--- src/rtl/rvlab_tlul_arb_pkg.sv ---
// -----------------------------------------------------------------------------
// rvlab_tlul_arb_pkg
// Shared definitions for the two-host TL-UL arbiter: host index type, host
// count, arbiter FSM states and the grant selection helper.
// -----------------------------------------------------------------------------
package rvlab_tlul_arb_pkg;

  localparam int unsigned NumHosts = 2;

  typedef logic [$clog2(NumHosts)-1:0] host_idx_t;

  localparam host_idx_t HostCore = 1'b0;  // core data port
  localparam host_idx_t HostDbg  = 1'b1;  // debug system-bus access port

  typedef enum logic [0:0] {
    ArbIdle   = 1'b0,
    ArbLocked = 1'b1
  } arb_state_e;

  // Winner among the requesting hosts. On contention the debug host wins
  // outright when dbg_prio is set, otherwise the host not granted last wins.
  function automatic host_idx_t arb_pick(input logic      req0,
                                         input logic      req1,
                                         input host_idx_t last,
                                         input logic      dbg_prio);
    if (req0 && req1) begin
      return dbg_prio ? HostDbg : ~last;
    end else if (req1) begin
      return HostDbg;
    end
    return HostCore;
  endfunction

endpackage

--- src/rtl/tlul_pkg.sv ---
// -----------------------------------------------------------------------------
// tlul_pkg
// Minimal TileLink-UL type package: A/D opcodes and the host-to-device /
// device-to-host channel bundles shared by every TL-UL block in the lab.
// -----------------------------------------------------------------------------
package tlul_pkg;

  typedef enum logic [2:0] {
    PutFullData    = 3'h0,
    PutPartialData = 3'h1,
    Get            = 3'h4
  } tl_a_op_e;

  typedef enum logic [2:0] {
    AccessAck     = 3'h0,
    AccessAckData = 3'h1
  } tl_d_op_e;

  typedef struct packed {
    logic        a_valid;
    tl_a_op_e    a_opcode;
    logic [2:0]  a_param;
    logic [1:0]  a_size;
    logic [7:0]  a_source;
    logic [31:0] a_address;
    logic [3:0]  a_mask;
    logic [31:0] a_data;
    logic        d_ready;
  } tl_h2d_t;

  typedef struct packed {
    logic        d_valid;
    tl_d_op_e    d_opcode;
    logic [2:0]  d_param;
    logic [1:0]  d_size;
    logic [7:0]  d_source;
    logic        d_sink;
    logic [31:0] d_data;
    logic        d_error;
    logic        a_ready;
  } tl_d2h_t;

endpackage

--- src/rtl/rvlab_arb_id_fifo.sv ---
// -----------------------------------------------------------------------------
// rvlab_arb_id_fifo
// Records which host owns each accepted-but-unanswered A request so that the
// in-order D responses can be routed back. No flow-through: a word written
// this cycle is visible at the head only from the next cycle.
//   clk_i, rst_ni : clock, asynchronous active-low reset
//   wvalid_i      : push wdata_i (ignored when full)
//   wdata_i       : host index of the accepted request
//   rready_i      : pop the head entry (ignored when empty)
//   rvalid_o      : FIFO not empty
//   rdata_o       : host index at the head
//   count_o       : number of stored entries
// -----------------------------------------------------------------------------
module rvlab_arb_id_fifo
  import rvlab_tlul_arb_pkg::*;
#(
  parameter  int unsigned Depth = 4,
  localparam int unsigned CntW  = $clog2(Depth + 1)
) (
  input  logic            clk_i,
  input  logic            rst_ni,
  input  logic            wvalid_i,
  input  host_idx_t       wdata_i,
  input  logic            rready_i,
  output logic            rvalid_o,
  output host_idx_t       rdata_o,
  output logic [CntW-1:0] count_o
);

  localparam int unsigned PtrW = (Depth > 1) ? $clog2(Depth) : 1;

  host_idx_t       mem_q [Depth];
  logic [PtrW-1:0] wptr_q, wptr_d;
  logic [PtrW-1:0] rptr_q, rptr_d;
  logic [CntW-1:0] cnt_q, cnt_d;
  logic            push, pop;

  function automatic logic [PtrW-1:0] ptr_inc(input logic [PtrW-1:0] ptr);
    return (ptr == PtrW'(Depth - 1)) ? '0 : ptr + PtrW'(1);
  endfunction

  assign rvalid_o = (cnt_q != '0);
  assign rdata_o  = mem_q[rptr_q];
  assign count_o  = cnt_q;
  assign push     = wvalid_i && (cnt_q != CntW'(Depth));
  assign pop      = rready_i && rvalid_o;

  always_comb begin
    wptr_d = push ? ptr_inc(wptr_q) : wptr_q;
    rptr_d = pop  ? ptr_inc(rptr_q) : rptr_q;
    cnt_d  = cnt_q;
    case ({push, pop})
      2'b10:   cnt_d = cnt_q + CntW'(1);
      2'b01:   cnt_d = cnt_q - CntW'(1);
      default: cnt_d = cnt_q;
    endcase
  end

  always_ff @(posedge clk_i or negedge rst_ni) begin
    if (!rst_ni) begin
      wptr_q <= '0;
      rptr_q <= '0;
      cnt_q  <= '0;
    end else begin
      wptr_q <= wptr_d;
      rptr_q <= rptr_d;
      cnt_q  <= cnt_d;
    end
  end

  // Storage needs no reset: it is only read while count is non-zero.
  always_ff @(posedge clk_i) begin
    if (push) begin
      mem_q[wptr_q] <= wdata_i;
    end
  end

endmodule

--- src/rtl/rvlab_tlul_host_arb.sv ---
// -----------------------------------------------------------------------------
// rvlab_tlul_host_arb
// Two-host to one-device TL-UL arbiter. Host 0 is the core data port, host 1
// the debug SBA port. A-channel grant is combinational (zero latency), held
// once offered until the device accepts; accepted requests are tagged in an
// ID FIFO so that in-order D responses are steered to their owner.
//   clk_i, rst_ni             : clock, asynchronous active-low reset
//   tl_h0_h2d_i / tl_h0_d2h_o : host 0 request / response
//   tl_h1_h2d_i / tl_h1_d2h_o : host 1 request / response
//   tl_d_h2d_o  / tl_d_d2h_i  : shared device request / response
//   idle_o                    : no held grant and nothing outstanding
// Parameters: MaxOutstanding (1..8) caps unanswered requests; DbgPrio=1 gives
// host 1 fixed priority, 0 selects round-robin.
// -----------------------------------------------------------------------------
module rvlab_tlul_host_arb
  import rvlab_tlul_arb_pkg::*;
#(
  parameter int unsigned MaxOutstanding = 4,
  parameter bit          DbgPrio        = 1'b0
) (
  input  logic              clk_i,
  input  logic              rst_ni,
  input  tlul_pkg::tl_h2d_t tl_h0_h2d_i,
  output tlul_pkg::tl_d2h_t tl_h0_d2h_o,
  input  tlul_pkg::tl_h2d_t tl_h1_h2d_i,
  output tlul_pkg::tl_d2h_t tl_h1_d2h_o,
  output tlul_pkg::tl_h2d_t tl_d_h2d_o,
  input  tlul_pkg::tl_d2h_t tl_d_d2h_i,
  output logic              idle_o
);

  localparam int unsigned CntW = $clog2(MaxOutstanding + 1);

  arb_state_e      state_q, state_d;
  host_idx_t       gnt_q, gnt_d;
  host_idx_t       last_q, last_d;
  host_idx_t       gnt_sel;
  host_idx_t       head_host;
  logic            gnt_vld;
  logic            sel_a_valid;
  logic            a_hs;
  logic            slot_free;
  logic            fifo_rvalid;
  logic            head_d_ready;
  logic            d_pop;
  logic [CntW-1:0] fifo_cnt;

  // Registered count only: a response popping this cycle frees its slot for
  // the next cycle, keeping the device a_valid free of a D->A comb path.
  // Gating with rst_ni silences every valid/ready output while in reset.
  assign slot_free = rst_ni && (fifo_cnt < CntW'(MaxOutstanding));

  // State register
  always_ff @(posedge clk_i or negedge rst_ni) begin
    if (!rst_ni) begin
      state_q <= ArbIdle;
      gnt_q   <= HostCore;
      last_q  <= HostDbg;
    end else begin
      state_q <= state_d;
      gnt_q   <= gnt_d;
      last_q  <= last_d;
    end
  end

  // Next-state logic, including the grant decision
  always_comb begin
    state_d     = state_q;
    gnt_d       = gnt_q;
    last_d      = last_q;
    gnt_vld     = 1'b0;
    gnt_sel     = gnt_q;
    if (slot_free) begin
      if (state_q == ArbLocked) begin
        gnt_vld = 1'b1;
      end else if (tl_h0_h2d_i.a_valid || tl_h1_h2d_i.a_valid) begin
        gnt_vld = 1'b1;
        gnt_sel = arb_pick(tl_h0_h2d_i.a_valid, tl_h1_h2d_i.a_valid, last_q, DbgPrio);
      end
    end
    sel_a_valid = (gnt_sel == HostDbg) ? tl_h1_h2d_i.a_valid : tl_h0_h2d_i.a_valid;
    a_hs        = gnt_vld && sel_a_valid && tl_d_d2h_i.a_ready;
    case (state_q)
      ArbIdle: begin
        // A stalled offer freezes the grant so the other host cannot steal it.
        if (gnt_vld && sel_a_valid && !tl_d_d2h_i.a_ready) begin
          state_d = ArbLocked;
          gnt_d   = gnt_sel;
        end
      end
      ArbLocked: begin
        if (a_hs) begin
          state_d = ArbIdle;
        end
      end
      default: state_d = ArbIdle;
    endcase
    if (a_hs) begin
      last_d = gnt_sel;
    end
  end

  assign head_d_ready = (head_host == HostDbg) ? tl_h1_h2d_i.d_ready : tl_h0_h2d_i.d_ready;
  assign d_pop        = fifo_rvalid && head_d_ready && tl_d_d2h_i.d_valid;

  rvlab_arb_id_fifo #(
    .Depth (MaxOutstanding)
  ) u_id_fifo (
    .clk_i    (clk_i),
    .rst_ni   (rst_ni),
    .wvalid_i (a_hs),
    .wdata_i  (gnt_sel),
    .rready_i (d_pop),
    .rvalid_o (fifo_rvalid),
    .rdata_o  (head_host),
    .count_o  (fifo_cnt)
  );

  // Output logic
  always_comb begin
    tl_d_h2d_o = '0;
    if (gnt_vld) begin
      tl_d_h2d_o = (gnt_sel == HostDbg) ? tl_h1_h2d_i : tl_h0_h2d_i;
    end
    tl_d_h2d_o.d_ready = fifo_rvalid && head_d_ready;

    tl_h0_d2h_o         = tl_d_d2h_i;
    tl_h0_d2h_o.a_ready = gnt_vld && (gnt_sel == HostCore) && tl_d_d2h_i.a_ready;
    tl_h0_d2h_o.d_valid = fifo_rvalid && (head_host == HostCore) && tl_d_d2h_i.d_valid;

    tl_h1_d2h_o         = tl_d_d2h_i;
    tl_h1_d2h_o.a_ready = gnt_vld && (gnt_sel == HostDbg) && tl_d_d2h_i.a_ready;
    tl_h1_d2h_o.d_valid = fifo_rvalid && (head_host == HostDbg) && tl_d_d2h_i.d_valid;
  end

  // Registered-state idle: an offered but unaccepted request only counts as
  // pending once it has locked the grant.
  assign idle_o = (state_q == ArbIdle) && (fifo_cnt == '0);

endmodule

--- config.mk ---
export PLATFORM = sky130hd
export DESIGN_NAME = rvlab_tlul_host_arb
export DESIGN_NICKNAME = d
export VERILOG_FILES = /design/src/rtl/rvlab_tlul_arb_pkg.sv /design/src/rtl/tlul_pkg.sv /design/src/rtl/rvlab_arb_id_fifo.sv /design/src/rtl/rvlab_tlul_host_arb.sv
export SDC_FILE = /design/constraint.sdc
export NUM_CORES = 1
export LEC_CHECK = 0
export BUFFER_PORTS_ARGS = -buffer_cell sky130_fd_sc_hd__buf_2
export CORE_AREA = 2 2 161 163
export DETAILED_ROUTE_END_ITERATION = 8
export DIE_AREA = 0 0 163 165
export PLACE_DENSITY = 0.45
export SYNTH_ARGS = -nofsm -noshare
export SYNTH_HDL_FRONTEND = slang
export SYNTH_SLANG_ARGS = --single-unit
--- constraint.sdc ---
create_clock -name clk_i -period 3 [get_ports clk_i]
set_clock_uncertainty 0.1 [all_clocks]
set_input_delay 0.3 -clock clk_i [delete_from_list [all_inputs] [get_ports clk_i]]
set_output_delay 0.3 -clock clk_i [all_outputs]
set_load 0.03 [all_outputs]
# Yosys cells after proc, flatten, opt, wreduce, memory -nomap -nowiden
# Memory sizes are Yosys's and may differ from the RTL's.
# Index checks and enable logic that the tools add are counted.
[totals]
register_bits = 10
ramBits = 4
in_bits = 226
out_inout_bits = 191
wordCells = 71
mem_count = 1
[memory_table]
columns = ["name", "words", "width", "rd", "rd_clocked_by_memory_dff", "wr", "line", "text"]
rows = [
  ["u_id_fifo.mem_q", 4, 1, 1, 0, 1, "rvlab_arb_id_fifo.sv:32", "host_idx_t mem_q [Depth];"],
]
[op_classes]
addsub = 4
n_lt_le_gt_ge = 1
eq_ne = 5
n_mux = 26
bitwise_logic = 4
n_reduce_logical = 24
[ops]
columns = ["cell", "count"]
rows = [
  ["2-to-1 mux 86 bit", 2],
  ["2-to-1 mux 1 bit", 20],
  ["logical AND 1 bit", 18],
  ["equality test 2 bit (second input constant)", 3],
  ["one-hot mux 3 bit (2 select lines)", 1],
  ["adder 2 x 1 -> 2 bit (second input constant)", 2],
  ["2-to-1 mux 2 bit", 2],
  ["inverter 1 bit", 4],
  ["adder 3 x 1 -> 3 bit (second input constant)", 1],
  ["logical NOT 3 bit", 1],
  ["< comparator 3 bit (second input constant)", 1],
  ["inequality test 3 bit (second input constant)", 1],
  ["nonzero test 3 bit", 1],
  ["subtractor 3 x 1 -> 3 bit (second input constant)", 1],
  ["equality test 2 x 1 -> 1 bit (second input constant)", 1],
  ["one-hot mux 1 bit (2 select lines)", 1],
  ["AND reduction 2 bit", 1],
  ["nonzero test 2 bit", 1],
  ["logical NOT 1 bit", 1],
  ["logical OR 1 bit", 1],
]

# Depth between registers and ports, before layout
# Gate-level depths: netlist of run 1.
[logic_depth]
depth_word = 15
ltp_mapped = 11

# Cells and area by module
# From an unflattened synthesis of run 1, not the netlist that was laid out.
[unflattened]
hier_cells = 282
area_unflattened_um2 = 2537.4
[modules_own_cells]
columns = ["mod", "instances", "cells_each", "area_each_um2", "seq_area_each_um2"]
rows = [
  ["rvlab_tlul_host_arb", 1, 237, 1925.6, 76.3],
  ["rvlab_arb_id_fifo", 1, 45, 611.8, 295.3],
]

# Worst setup path after synthesis of run 1
# No wires, ideal clock.
[synth_path]
kind = "reg-to-reg"
start = "register u_id_fifo.rptr_q[0]"
end = "register u_id_fifo.cnt_q[2], in the netlist u_id_fifo.count_o[2]"
setup_time_ps = 79
arrival_ps = 2228
t_required_ps = 2821
slack_ps = 593
path_stages_with_launch = 10
n_path_buf = 0
period_less_slack_ps = 2407
cell_sequence = "dfrtp_1 mux4_2 mux2i_1 nor2_1 ha_1 inv_1 fa_1 xor2_1 nor2_1 xor2_1"
[synth_via]
elab_chain_len = 7
word_cells_on_any_way = 9
[synth_lines]
columns = ["element", "line", "text"]
rows = [
  ["from (decl)", "rvlab_arb_id_fifo.sv:34", "logic [PtrW-1:0] rptr_q, rptr_d;"],
  ["from (signal assigned)", "rvlab_arb_id_fifo.sv:66", "rptr_q <= rptr_d;"],
  ["memory read (4 x 1 bit) *", "-", ""],
  ["2-to-1 mux 1 bit *", "rvlab_tlul_host_arb.sv:103", "assign head_d_ready = (head_host == HostDbg) ? tl_h1_h2d_i.d_ready : tl_h0_h2d_i.d_ready;"],
  ["logical AND 1 bit * (2 in series)", "rvlab_tlul_host_arb.sv:104", "assign d_pop = fifo_rvalid && head_d_ready && tl_d_d2h_i.d_valid;"],
  ["logical AND 1 bit *", "rvlab_arb_id_fifo.sv:46", "assign pop = rready_i && rvalid_o;"],
  ["net u_id_fifo.pop", "rvlab_arb_id_fifo.sv:36", "logic push, pop;"],
  ["equality test 2 x 1 -> 1 bit / equality test 2 bit (equally long branches)", "rvlab_arb_id_fifo.sv:52", "case ({push, pop})"],
  ["one-hot mux 3 bit (2 select lines) / nonzero test 2 bit (equally long branches)", "-", ""],
  ["to (signal assigned)", "rvlab_arb_id_fifo.sv:67", "cnt_q <= cnt_d;"],
  ["to (decl)", "rvlab_arb_id_fifo.sv:35", "logic [CntW-1:0] cnt_q, cnt_d;"],
]
# Mark *: on every way through the listed nets, which the timed path passes. The rest lies on a longest branch.
# A chain may end at the register's enable or synchronous reset.

==> results of run 1 <==
-- metal layers --
layer  wire (um)  part of all wire  up-vias
met5           7           0.00065        -
met2        5030              0.46      201
li1            -                 -     1507
met3        1270              0.12       48
met4         320             0.030        2
met1        4190              0.39     1368
-- layout by cell type, fill, tap and decap left out, types with 2 or more instances in the layout --
| cell type | count |
|---|---|
| xor2_1 | 2 |
| buf_12 | 4 |
| mux2_2 | 4 |
| dfrtp_1 | 9 |
| o21ai_0 | 4 |
| buf_2 | 266 |
| nand2b_1 | 2 |
| ha_1 | 6 |
| nor2b_1 | 2 |
| nor2_1 | 93 |
| inv_2 | 2 |
| buf_4 | 2 |
| a22oi_1 | 85 |
| and2_1 | 6 |
| nand2_1 | 2 |
| edfxtp_1 | 4 |
| inv_1 | 6 |
| mux2i_1 | 3 |
| clkbuf_16 | 3 |
-- stage by stage --
stage          instance area (um2)  power [W]  hold slack (ns)   util  instances
2_1_floorplan                 2720    0.00228          -0.0956      -        378
3_3_place_gp                  3690    0.00275            0.167  0.147        850
3_5_place_dp                  3690    0.00275            0.164  0.147        850
4_1_cts                       3770    0.00301            0.216  0.151        855
5_1_grt                       3770    0.00325            0.230  0.151        855
6_report                      3780    0.00298            0.209  0.151        856
-- sequential cells by signal (all words and copies together), names as in the netlist, named ones only --
register / flops
gnt_q: 1
u_id_fifo.wptr_q: 2
u_id_fifo.count_o: 3
last_q: 1
u_id_fifo.mem_q: 4
u_id_fifo.rptr_q: 2
-- cells by family (layout without fill, tap and decap cells) --
| logic type | count (synthesis) | after routing | share of synthesized area |
|---|---|---|---|
| buffers and inverters | 138 | 285 | 0.341 |
| AND/OR/NAND/NOR | 109 | 109 | 0.164 |
| AO/OA/AOI/OAI | 99 | 99 | 0.278 |
| flip-flops | 14 | 14 | 0.137 |
| multiplexers | 8 | 8 | 0.0359 |
| adder cells (fa/ha/maj) | 7 | 7 | 0.0350 |
| XOR/XNOR | 3 | 3 | 0.00967 |
| other | 0 | 1 | 0 |
-- worst max-delay path, cell delays in order --
cell and delay, ns:
dlygate4sd3_1 0.53, buf_2 0.13, buf_4 0.19, nand2b_4 0.08
buf_4 0.69, nor2_1 0.13, buf_2 0.22
-- what timing repair did --
action	CTS	global route
hold buffers	1	0
endpoints found under the hold margin	9	0
setup buffers	0	0
-- cell type report --
| cell class | count | area (um2) | share of cell area |
|---|---|---|---|
| Sequential cell | 14 | 372 | 0.0984 |
| Antenna cell | 1 | 2.50 | 0.000662 |
| Inverter | 8 | 30.0 | 0.00795 |
| Timing Repair Buffer | 273 | 1440 | 0.380 |
| Clock buffer | 4 | 78.8 | 0.0209 |
| Multi-Input combinational cell | 226 | 1450 | 0.383 |
| Tap cell | 330 | 413 | 0.109 |
-- power groups by stage --
stage | clock network [W] | registers, W | logic, W
floorplan | 0 | 0.000338 | 0.00194
global placement | 0 | 0.000370 | 0.00238
detailed placement | 0 | 0.000371 | 0.00238
CTS | 0.000254 | 0.000369 | 0.00239
global route | 0.000268 | 0.000380 | 0.00260
finish | 0.000249 | 0.000367 | 0.00236
-- how the worst max path moves through the flow --
stage          slack (ns)  depth (start not counted)                    to                 from
3_3_place_gp         0.45                          9  u_id_fifo.count_o[2]  u_id_fifo.rptr_q[0]
3_5_place_dp         0.41                          9  u_id_fifo.count_o[2]  u_id_fifo.rptr_q[0]
4_1_cts              0.25                          7        tl_d_h2d_o[24]               rst_ni
5_1_grt              0.12                          7        tl_d_h2d_o[64]               rst_ni
2_1_floorplan        0.59                          9  u_id_fifo.count_o[2]  u_id_fifo.rptr_q[0]
6_report             0.27                          7        tl_d_h2d_o[44]               rst_ni
==> results_tabular.tex, run 1 <==
\begin{tabular}{lr}
\hline
Metric & Value \\
\hline
\multicolumn{2}{l}{\textbf{Clock tree}} \\
Resized cells post-CTS & 0 \\
Clock tree buffer depth & 2 \\
Buffer cell driving the clock tree root & clkbuf\_16 \\
Clock sink count & 14 \\
Number of clock buffers inserted by TritonCTS & 3 \\
Insertion delay to the later sink of the worst-skew pair & 0.24 ns \\
Clock-pin slew on the worst setup and hold paths & 0.04 ns \\
Clock tree from TritonCTS & built \\
Number of H-tree branching levels & 1 \\
\multicolumn{2}{l}{\textbf{Pwr}} \\
Total internal power & 0.00128 W \\
Switching power of the nets & 0.00170 W \\
Portion of total power attributed to sequential cells & 0.123 \\
Total power density per cell area & 788 nW/um2 \\
Worst VDD drop & 239 uV \\
Relative contribution of the clock network to total power & 0.084 \\
Part of the power in combinational logic & 0.793 \\
Leakage power & 2.00 nW \\
Net switching fraction of the power & 0.571 \\
\multicolumn{2}{l}{\textbf{Yosys}} \\
Post-Synthesis Mean Instance Area & 7.19 um2 \\
Synth Warn \# & 0 \\
Top-area cell type share of the netlist area & 0.290 \\
FF+latch count, synth & 14 \\
Number of cells produced by synthesis & 378 \\
Netlist area before placement & 2720 um2 \\
Synth top cells by count & buf\_4 (105), nor2\_1 (93), a22oi\_1 (85) \\
FFs w/ async S/R, synth & 0.714 \\
Synthesized netlist net count & 611 \\
Netlist cell types & 35 \\
Cell with the most instances after synthesis & buf\_4 \\
Ys flop type & dfrtp\_1 \\
Number of enable flip-flop cells after synthesis & 4 \\
Cell types occupying the most area after synthesis & buf\_4 (29\%), a22oi\_1 (23\%), nor2\_1 (13\%) \\
Register area share after synthesis & 0.137 \\
Post-synthesis cell type with the largest combined area & buf\_4 \\
\multicolumn{2}{l}{\textbf{Floorplanning}} \\
Initial Utilization & 0.109 \\
Chip Width & 163 um \\
Ports placed on the boundary & 417 \\
Overall die area & 26900 um2 \\
Die Y & 165 um \\
Placement row count & 58 \\
Placeable core area & 25000 um2 \\
\multicolumn{2}{l}{\textbf{Global routing}} \\
Total congestion overflow & 0 \\
Vias in the first global route & 2871 \\
Global routing usage on met2 & 0.115 \\
Total GRT Usage & 0.0708 \\
Initial antenna violation count & 2 \\
Global routing usage on met1 & 0.0823 \\
Peak-usage layer in the global routing report & met2 \\
Global-route wire length before repair & 15300 um \\
Met3 track demand over resource in global routing & 0.0309 \\
Largest net degree at the start of global routing & 88 \\
\multicolumn{2}{l}{\textbf{Place}} \\
IO Port Bufs & 266 \\
Sum of net half-perimeters after detailed placement & 8820 um \\
RD Place Congestion & 0.689 \\
Pre-CTS worst setup slack & 0.409 ns \\
\multicolumn{2}{l}{\textbf{STA}} \\
Max frequency & 367 MHz \\
Pins Over Slew Limit & 0 \\
Max-Slew Margin vs Limit & 0.389 \\
Fin. Hold Viols & 0 \\
RSZ-0062 raised after global routing & no \\
Sum of negative setup slack & 0 ns \\
Part of the cycle the worst path needs & 0.909 \\
Smallest setup slack after layout & 0.274 ns \\
Measured slew at the worst slew-check pin & 0.916 ns \\
Final period demand of the worst path & 2.73 ns \\
Total setup violations reported at the end of the flow & 0 \\
\multicolumn{2}{l}{\textbf{Cells and area}} \\
Count of filler cells inserted in the layout & 2921 \\
P\&R area growth vs syn & 38.9\% \\
Layout cell share with drive strength beyond 1 & 0.550 \\
Nets@finish & 759 \\
\multicolumn{2}{l}{\textbf{Hold path}} \\
Worst min-delay path category & primary input to flip-flop \\
Worst hold stages & 2 \\
Startpoint of the lowest-slack hold path & tl\_d\_d2h\_i[0] \\
\multicolumn{2}{l}{\textbf{Setup path}} \\
Logic depth of the worst register-to-register path & 9 \\
Reg-to-reg endpoint & u\_id\_fifo.count\_o[2] \\
Type of origin of the critical path & primary input \\
R2R setup slack & 0.41 ns \\
Required arrival time at the worst endpoint & 2.60 ns \\
Arrival @ worst endpoint & 2.33 ns \\
Kind of capture point of the worst setup path & output pin \\
Worst Setup Path Type & primary input to output pin \\
Worst-path fanout max & 87 \\
Startpoint of the worst register-to-register path & u\_id\_fifo.rptr\_q[0] \\
\multicolumn{2}{l}{\textbf{Routing}} \\
DRT Pass-1 Iters & 4 \\
Total DRC errors in the routed layout & 0 \\
WL final & 10800 um \\
Post-detailed-route count of antenna-violating nets & 0 \\
Via count & 3126 \\
Via-per-instance ratio & 3.65 \\
Drt first-iter violations & 105 \\
Routed length per instance & 12.6 um \\
\multicolumn{2}{l}{\textbf{Run status}} \\
Status & finished clean \\
\multicolumn{2}{l}{\textbf{Job}} \\
Total of max-cap violations & 0 \\
\hline
\end{tabular}
(Power assumes the default switching activity.)
==> inputs of run 2 (changes only) <==
--- a/config.mk
+++ b/config.mk
@@ -9,7 +9,7 @@
 export CORE_AREA = 2 2 161 163
 export DETAILED_ROUTE_END_ITERATION = 8
 export DIE_AREA = 0 0 163 165
-export PLACE_DENSITY = 0.45
+export PLACE_DENSITY_LB_ADDON = 0.08
 export SYNTH_ARGS = -nofsm -noshare
 export SYNTH_HDL_FRONTEND = slang
 export SYNTH_SLANG_ARGS = --single-unit
==> run 2 against run 1 <==
  * Final area decreased by 0.40%
  * Highest routed layer is now met4
  * Critical path depth unchanged
  * Wire length up 29%
  * Register-to-register slack gained 0.02 ns
  * Sequential share of layout area about the same
  * Total power is 0.72% higher
  * Clock power barely moved
==> results_tabular.tex, run 2 (synthesis results as in run 1) <==
\begin{tabular}{lr}
\hline
Metric & Value \\
\hline
\multicolumn{2}{l}{\textbf{Cells and area}} \\
Most common cell after layout, fill and taps aside & buf\_2 \\
P\&R area growth vs syn & 38.4\% \\
Largest register FFs & 4 \\
Most flop-heavy register & u\_id\_fifo.mem\_q \\
Count of filler cells inserted in the layout & 2960 \\
Area taken by multi-input logic gates & 1450 um2 \\
Layout cell share with drive strength beyond 1 & 0.550 \\
Nets@finish & 759 \\
Storage element area & 372 um2 \\
Most used cells in the layout excluding fill and tap cells & buf\_2 (266), nor2\_1 (93), a22oi\_1 (85) \\
Antenna Diode Count & 0 \\
\multicolumn{2}{l}{\textbf{STA}} \\
Total setup violations reported at the end of the flow & 0 \\
Measured slew at the worst slew-check pin & 0.944 ns \\
Final period demand of the worst path & 2.76 ns \\
Sum of negative setup slack & 0 ns \\
Final Hold Slack & 0.230 ns \\
Max-Slew Margin vs Limit & 0.371 \\
Fin. Hold Viols & 0 \\
RSZ-0062 raised after global routing & no \\
Pins Over Slew Limit & 0 \\
Part of the cycle the worst path needs & 0.921 \\
Max frequency & 362 MHz \\
Smallest setup slack after layout & 0.236 ns \\
\multicolumn{2}{l}{\textbf{Global routing}} \\
Total congestion overflow & 0 \\
Initial antenna violation count & 0 \\
Vias in the first global route & 3050 \\
Total GRT Usage & 0.0924 \\
Largest net degree at the start of global routing & 88 \\
Global-route wire length before repair & 18900 um \\
\multicolumn{2}{l}{\textbf{Routing}} \\
Via count & 3143 \\
Drt first-iter violations & 119 \\
Total met2 wirelength after detailed routing & 7030 um \\
Via-per-instance ratio & 3.68 \\
DRT Pass-1 Iters & 4 \\
Post-detailed-route count of antenna-violating nets & 0 \\
Sum of met3 wire segment lengths after detailed routing & 1190 um \\
WL final & 14000 um \\
Routed length per instance & 16.3 um \\
Highest routed layer & met4 \\
Routed metal-1 wirelength & 5390 um \\
Total DRC errors in the routed layout & 0 \\
\multicolumn{2}{l}{\textbf{Floorplanning}} \\
Chip Width & 163 um \\
Ports placed on the boundary & 417 \\
Initial Utilization & 0.109 \\
Placement row count & 58 \\
Die Y & 165 um \\
Overall die area & 26900 um2 \\
Placeable core area & 25000 um2 \\
\multicolumn{2}{l}{\textbf{Clock tree}} \\
Number of clock buffers inserted by TritonCTS & 3 \\
Buffer cell driving the clock tree root & clkbuf\_16 \\
Insertion delay to the later sink of the worst-skew pair & 0.24 ns \\
Setup bufs post-CTS & 0 \\
Clock sink count & 14 \\
Resized cells post-CTS & 0 \\
Clock tree buffer depth & 2 \\
Clock tree from TritonCTS & built \\
Number of H-tree branching levels & 1 \\
Clock-pin slew on the worst setup and hold paths & 0.05 ns \\
\multicolumn{2}{l}{\textbf{Place}} \\
Pre-CTS worst setup slack & 0.383 ns \\
RD Place Congestion & 0.697 \\
Sum of net half-perimeters after detailed placement & 11500 um \\
IO Port Bufs & 266 \\
\multicolumn{2}{l}{\textbf{Setup path}} \\
Worst Setup Path Type & primary input to output pin \\
Arrival @ worst endpoint & 2.36 ns \\
Required arrival time at the worst endpoint & 2.60 ns \\
Worst-path fanout max & 87 \\
Kind of capture point of the worst setup path & output pin \\
Type of origin of the critical path & primary input \\
\multicolumn{2}{l}{\textbf{Hold path}} \\
Worst min-delay path category & primary input to flip-flop \\
\multicolumn{2}{l}{\textbf{Pwr}} \\
Total power density per cell area & 797 nW/um2 \\
Worst VDD drop & 274 uV \\
Leakage power & 2.00 nW \\
\multicolumn{2}{l}{\textbf{Job}} \\
Total of max-cap violations & 0 \\
\multicolumn{2}{l}{\textbf{Run status}} \\
Status & finished clean \\
\hline
\end{tabular}
run 2: changes by cell type in the layout (fill, tap and decap cells not counted), sizes merged:
cell    change
clkbuf      -1
clkinv      +1
diode       -1
run 2: per-layer routing:
layer	up-vias	GRT usage
li1	1507	-
met1	1426	0.109
met5	-	0
met3	36	0.0276
met2	174	0.160
met4	0	0.0306
run 2: what timing repair did:
item,in CTS,in global routing
hold buffers,1,0
setup endpoints to repair,0,0
endpoints found under the hold margin,9,0
run 2: final timing paths:
| kind | from | end | slack [ns] | cells past startpoint |
|---|---|---|---|---|
| min in group asynchronous | rst_ni | u_id_fifo.rptr_q[1] | 0.46 | 3 |
| max reg2reg | u_id_fifo.rptr_q[0] | u_id_fifo.count_o[2] | 0.43 | 9 |
| max | rst_ni | tl_d_h2d_o[5] | 0.24 | 7 |
| max in group asynchronous | rst_ni | last_q | 2.11 | 3 |
| min | tl_d_d2h_i[0] | flip-flop | 0.23 | 2 |
| min reg2reg | u_id_fifo.count_o[0] | u_id_fifo.count_o[0] | 0.42 | 1 |
run 2: final cells by class:
type,instances,area share
tap,330,0.110
sequential,14,0.0988
clock buffer,3,0.0200
multi-input combinational,226,0.384
timing repair buffer,273,0.378
inverter,8,0.00798
clock inverter,1,0.000998
run 2: where the power goes:
group	switching, W	total, W	internal, W
Sequential	0.0000913	0.000369	0.000277
Clock	0.0000742	0.000250	0.000176
Combinational	0.00157	0.00238	0.000808
run 2: per-stage QoR:
stage	cell area, um2	instances	util	power (W)
final	3760	855	0.150	0.00300
after global routing	3760	855	0.150	0.00326
after CTS	3760	855	0.150	0.00306
after detailed placement	3670	850	0.147	0.00279
after global placement	3670	850	0.147	0.00281
after floorplan	2720	378	-	0.00228
run 2: worst max-delay path, stage by stage:
cell           delay (ns)
dlygate4sd3_1        0.53
buf_2                0.14
buf_4                0.19
nand2b_4             0.08
buf_4                0.71
nor2_1               0.12
buf_2                0.23
==> inputs of run 3 (changes only) <==
--- a/config.mk
+++ b/config.mk
@@ -6,9 +6,11 @@
 export NUM_CORES = 1
 export LEC_CHECK = 0
 export BUFFER_PORTS_ARGS = -buffer_cell sky130_fd_sc_hd__buf_2
-export CORE_AREA = 2 2 161 163
+export CELL_PAD_IN_SITES_DETAIL_PLACEMENT = 2
+export CELL_PAD_IN_SITES_GLOBAL_PLACEMENT = 2
+export CORE_AREA = 2 2 163 165
 export DETAILED_ROUTE_END_ITERATION = 8
-export DIE_AREA = 0 0 163 165
+export DIE_AREA = 0 0 165 167
 export PLACE_DENSITY_LB_ADDON = 0.08
 export SYNTH_ARGS = -nofsm -noshare
 export SYNTH_HDL_FRONTEND = slang
==> run 3 against run 2 <==
  * Fmax grew 2.2%
  * Non-clock buffer count did not move
  * Clock-buffer cell count stayed put
  * Critical path type is now primary input to flip-flop
  * First-iteration DRC count is 29% lower
  * Core utilization shrank 0.43 points
  * Combinational power about the same
  * Critical path depth increased by 5
  * Clock power hardly changed
  * Via count is 2.9% higher
  * Total power increased by 0.53%
==> results_tabular.tex, run 3 (synthesis results as in run 1) <==
\begin{tabular}{lr}
\hline
Metric & Value \\
\hline
\multicolumn{2}{l}{\textbf{Floorplanning}} \\
Initial Utilization & 0.106 \\
Placement row count & 59 \\
Die Y & 167 um \\
Overall die area & 27600 um2 \\
Chip Width & 165 um \\
Placeable core area & 25800 um2 \\
Ports placed on the boundary & 417 \\
\multicolumn{2}{l}{\textbf{Clock tree}} \\
Clock sink count & 14 \\
Clock tree from TritonCTS & built \\
Number of clock buffers inserted by TritonCTS & 3 \\
Insertion delay to the later sink of the worst-skew pair & 0.24 ns \\
Clock tree buffer depth & 2 \\
Buffer cell driving the clock tree root & clkbuf\_16 \\
Clock-pin slew on the worst setup and hold paths & 0.05 ns \\
Number of H-tree branching levels & 1 \\
\multicolumn{2}{l}{\textbf{Place}} \\
RD Place Congestion & 0.681 \\
Pre-CTS worst setup slack & 0.336 ns \\
Sum of net half-perimeters after detailed placement & 11600 um \\
DP Cell Count & 855 \\
IO Port Bufs & 266 \\
\multicolumn{2}{l}{\textbf{STA}} \\
Part of the cycle the worst path needs & 0.901 \\
Measured slew at the worst slew-check pin & 0.716 ns \\
Total setup violations reported at the end of the flow & 0 \\
RSZ-0062 raised after global routing & no \\
Smallest setup slack after layout & 0.296 ns \\
Final Hold Slack & 0.199 ns \\
Final period demand of the worst path & 2.70 ns \\
Fin. Hold Viols & 0 \\
Sum of negative setup slack & 0 ns \\
Max-Slew Margin vs Limit & 0.523 \\
Pins Over Slew Limit & 0 \\
Max frequency & 370 MHz \\
\multicolumn{2}{l}{\textbf{Pwr}} \\
Leakage power & 1.99 nW \\
Part of the power in combinational logic & 0.795 \\
Net switching fraction of the power & 0.587 \\
Power after layout & 0.00301 W \\
Total power density per cell area & 801 nW/um2 \\
Switching power of the nets & 0.00177 W \\
Relative contribution of the clock network to total power & 0.082 \\
Portion of total power attributed to sequential cells & 0.123 \\
Total internal power & 0.00124 W \\
Worst VDD drop & 460 uV \\
\multicolumn{2}{l}{\textbf{Global routing}} \\
Initial antenna violation count & 0 \\
Total GRT Usage & 0.0960 \\
Global-route wire length before repair & 20700 um \\
Total congestion overflow & 0 \\
Vias in the first global route & 3513 \\
Largest net degree at the start of global routing & 88 \\
\multicolumn{2}{l}{\textbf{Cells and area}} \\
Layout cell share with drive strength beyond 1 & 0.550 \\
Count of filler cells inserted in the layout & 3095 \\
Area taken by multi-input logic gates & 1450 um2 \\
Storage element area & 372 um2 \\
P\&R area growth vs syn & 38.3\% \\
Most flop-heavy register & u\_id\_fifo.mem\_q \\
Most used cells in the layout excluding fill and tap cells & buf\_2 (266), nor2\_1 (93), a22oi\_1 (85) \\
Most common cell after layout, fill and taps aside & buf\_2 \\
Layout Cells excl Fill & 860 \\
Largest register FFs & 4 \\
Antenna Diode Count & 0 \\
Nets@finish & 759 \\
\multicolumn{2}{l}{\textbf{Routing}} \\
Routed length per instance & 16.7 um \\
Via count & 3235 \\
WL final & 14300 um \\
Via-per-instance ratio & 3.76 \\
DRT Pass-1 Iters & 4 \\
Drt first-iter violations & 84 \\
Total DRC errors in the routed layout & 0 \\
Post-detailed-route count of antenna-violating nets & 0 \\
\multicolumn{2}{l}{\textbf{Run status}} \\
Status & finished clean \\
\multicolumn{2}{l}{\textbf{Hold path}} \\
Startpoint of the lowest-slack hold path & tl\_d\_d2h\_i[0] \\
Worst hold stages & 2 \\
Worst min-delay path category & primary input to flip-flop \\
\multicolumn{2}{l}{\textbf{Setup path}} \\
R2R setup slack & 0.36 ns \\
Cell repeated most along the worst path & xor2\_1 \\
Type of origin of the critical path & primary input \\
Worst-path fanout max & 7 \\
Kind of capture point of the worst setup path & flip-flop \\
Startpoint of the worst register-to-register path & u\_id\_fifo.rptr\_q[0] \\
Logic depth of the worst register-to-register path & 9 \\
Delay contributed by the slowest stage of the critical path & 0.53 ns \\
Arrival @ worst endpoint & 2.72 ns \\
Worst Setup Path Type & primary input to flip-flop \\
Reg-to-reg endpoint & u\_id\_fifo.count\_o[2] \\
CP cell instances & dlygate4sd3\_1 -> buf\_2 -> or3b\_1 -> a21oi\_2 -> o221a\_4 -> inv\_2 -> ha\_1 -> inv\_1 -> fa\_1 -> xor2\_1 -> nor2\_1 -> xor2\_1 \\
Required arrival time at the worst endpoint & 3.02 ns \\
Slowest cell on crit path & dlygate4sd3\_1 \\
\multicolumn{2}{l}{\textbf{Job}} \\
Total of max-cap violations & 0 \\
\hline
\end{tabular}
[run 3: cell counts in the layout (fill, tap and decap cells not counted)]
Identical to the previous run, type by type.
[run 3: worst max path at each step]
stage | startpoint | slack [ns] | endpoint
finish | rst_ni | 0.30 | u_id_fifo.count_o[2]
global route | rst_ni | 0.13 | u_id_fifo.count_o[2]
CTS | rst_ni | 0.1 | tl_d_h2d_o[31]
detailed placement | u_id_fifo.rptr_q[0] | 0.34 | u_id_fifo.count_o[2]
global placement | u_id_fifo.rptr_q[0] | 0.39 | u_id_fifo.count_o[2]
floorplan | u_id_fifo.rptr_q[0] | 0.59 | u_id_fifo.count_o[2]
[run 3: final cells by class]
cell class / instances / area share
clock inverters: 1 / 0.000998
flip-flops and latches: 14 / 0.0988
clock buffers: 3 / 0.0200
multi-input cells: 226 / 0.384
well taps: 335 / 0.111
repair buffers: 273 / 0.376
inverters: 8 / 0.00799
[run 3: metal layers]
layer,share of wire,wire (um),up-vias,track usage
met4,0.022,322,0,0.0268
met1,0.35,5000,1524,0.0986
met5,0,0,-,0
li1,-,-,1506,-
met3,0.087,1240,28,0.0279
met2,0.54,7770,177,0.185
[run 3: metrics by stage]
stage | util | cell area [um2]
after global routing | 0.146 | 3760
after CTS | 0.146 | 3760
final | 0.146 | 3760
after detailed placement | 0.142 | 3670
after global placement | 0.142 | 3670
after floorplan | - | 2720
[run 3: what timing repair did]
action                     in CTS  in global routing
hold buffers                    1                  0
hold endpoints to repair        9                  0
buffers inserted                0                  0
setup endpoints to repair       0                 17
gates resized for setup         0                  1
[run 3: worst max-delay path: cells and delay by family]
| family | cells | cell delay, ns |
|---|---|---|
| buf+inv | 4 | 0.77 |
| fa+ha+maj | 2 | 0.37 |
| compound gates | 2 | 0.44 |
| simple gates | 2 | 0.53 |
| xor+xnor | 2 | 0.29 |
[run 3: power by group through the flow]
stage / clock network (W) / registers (W) / logic [W]
after floorplan: 0 / 0.000338 / 0.00194
after global placement: 0 / 0.000376 / 0.00243
after detailed placement: 0 / 0.000376 / 0.00247
after CTS: 0.000257 / 0.000373 / 0.00248
after global routing: 0.000268 / 0.000387 / 0.00266
final: 0.000248 / 0.000370 / 0.00240
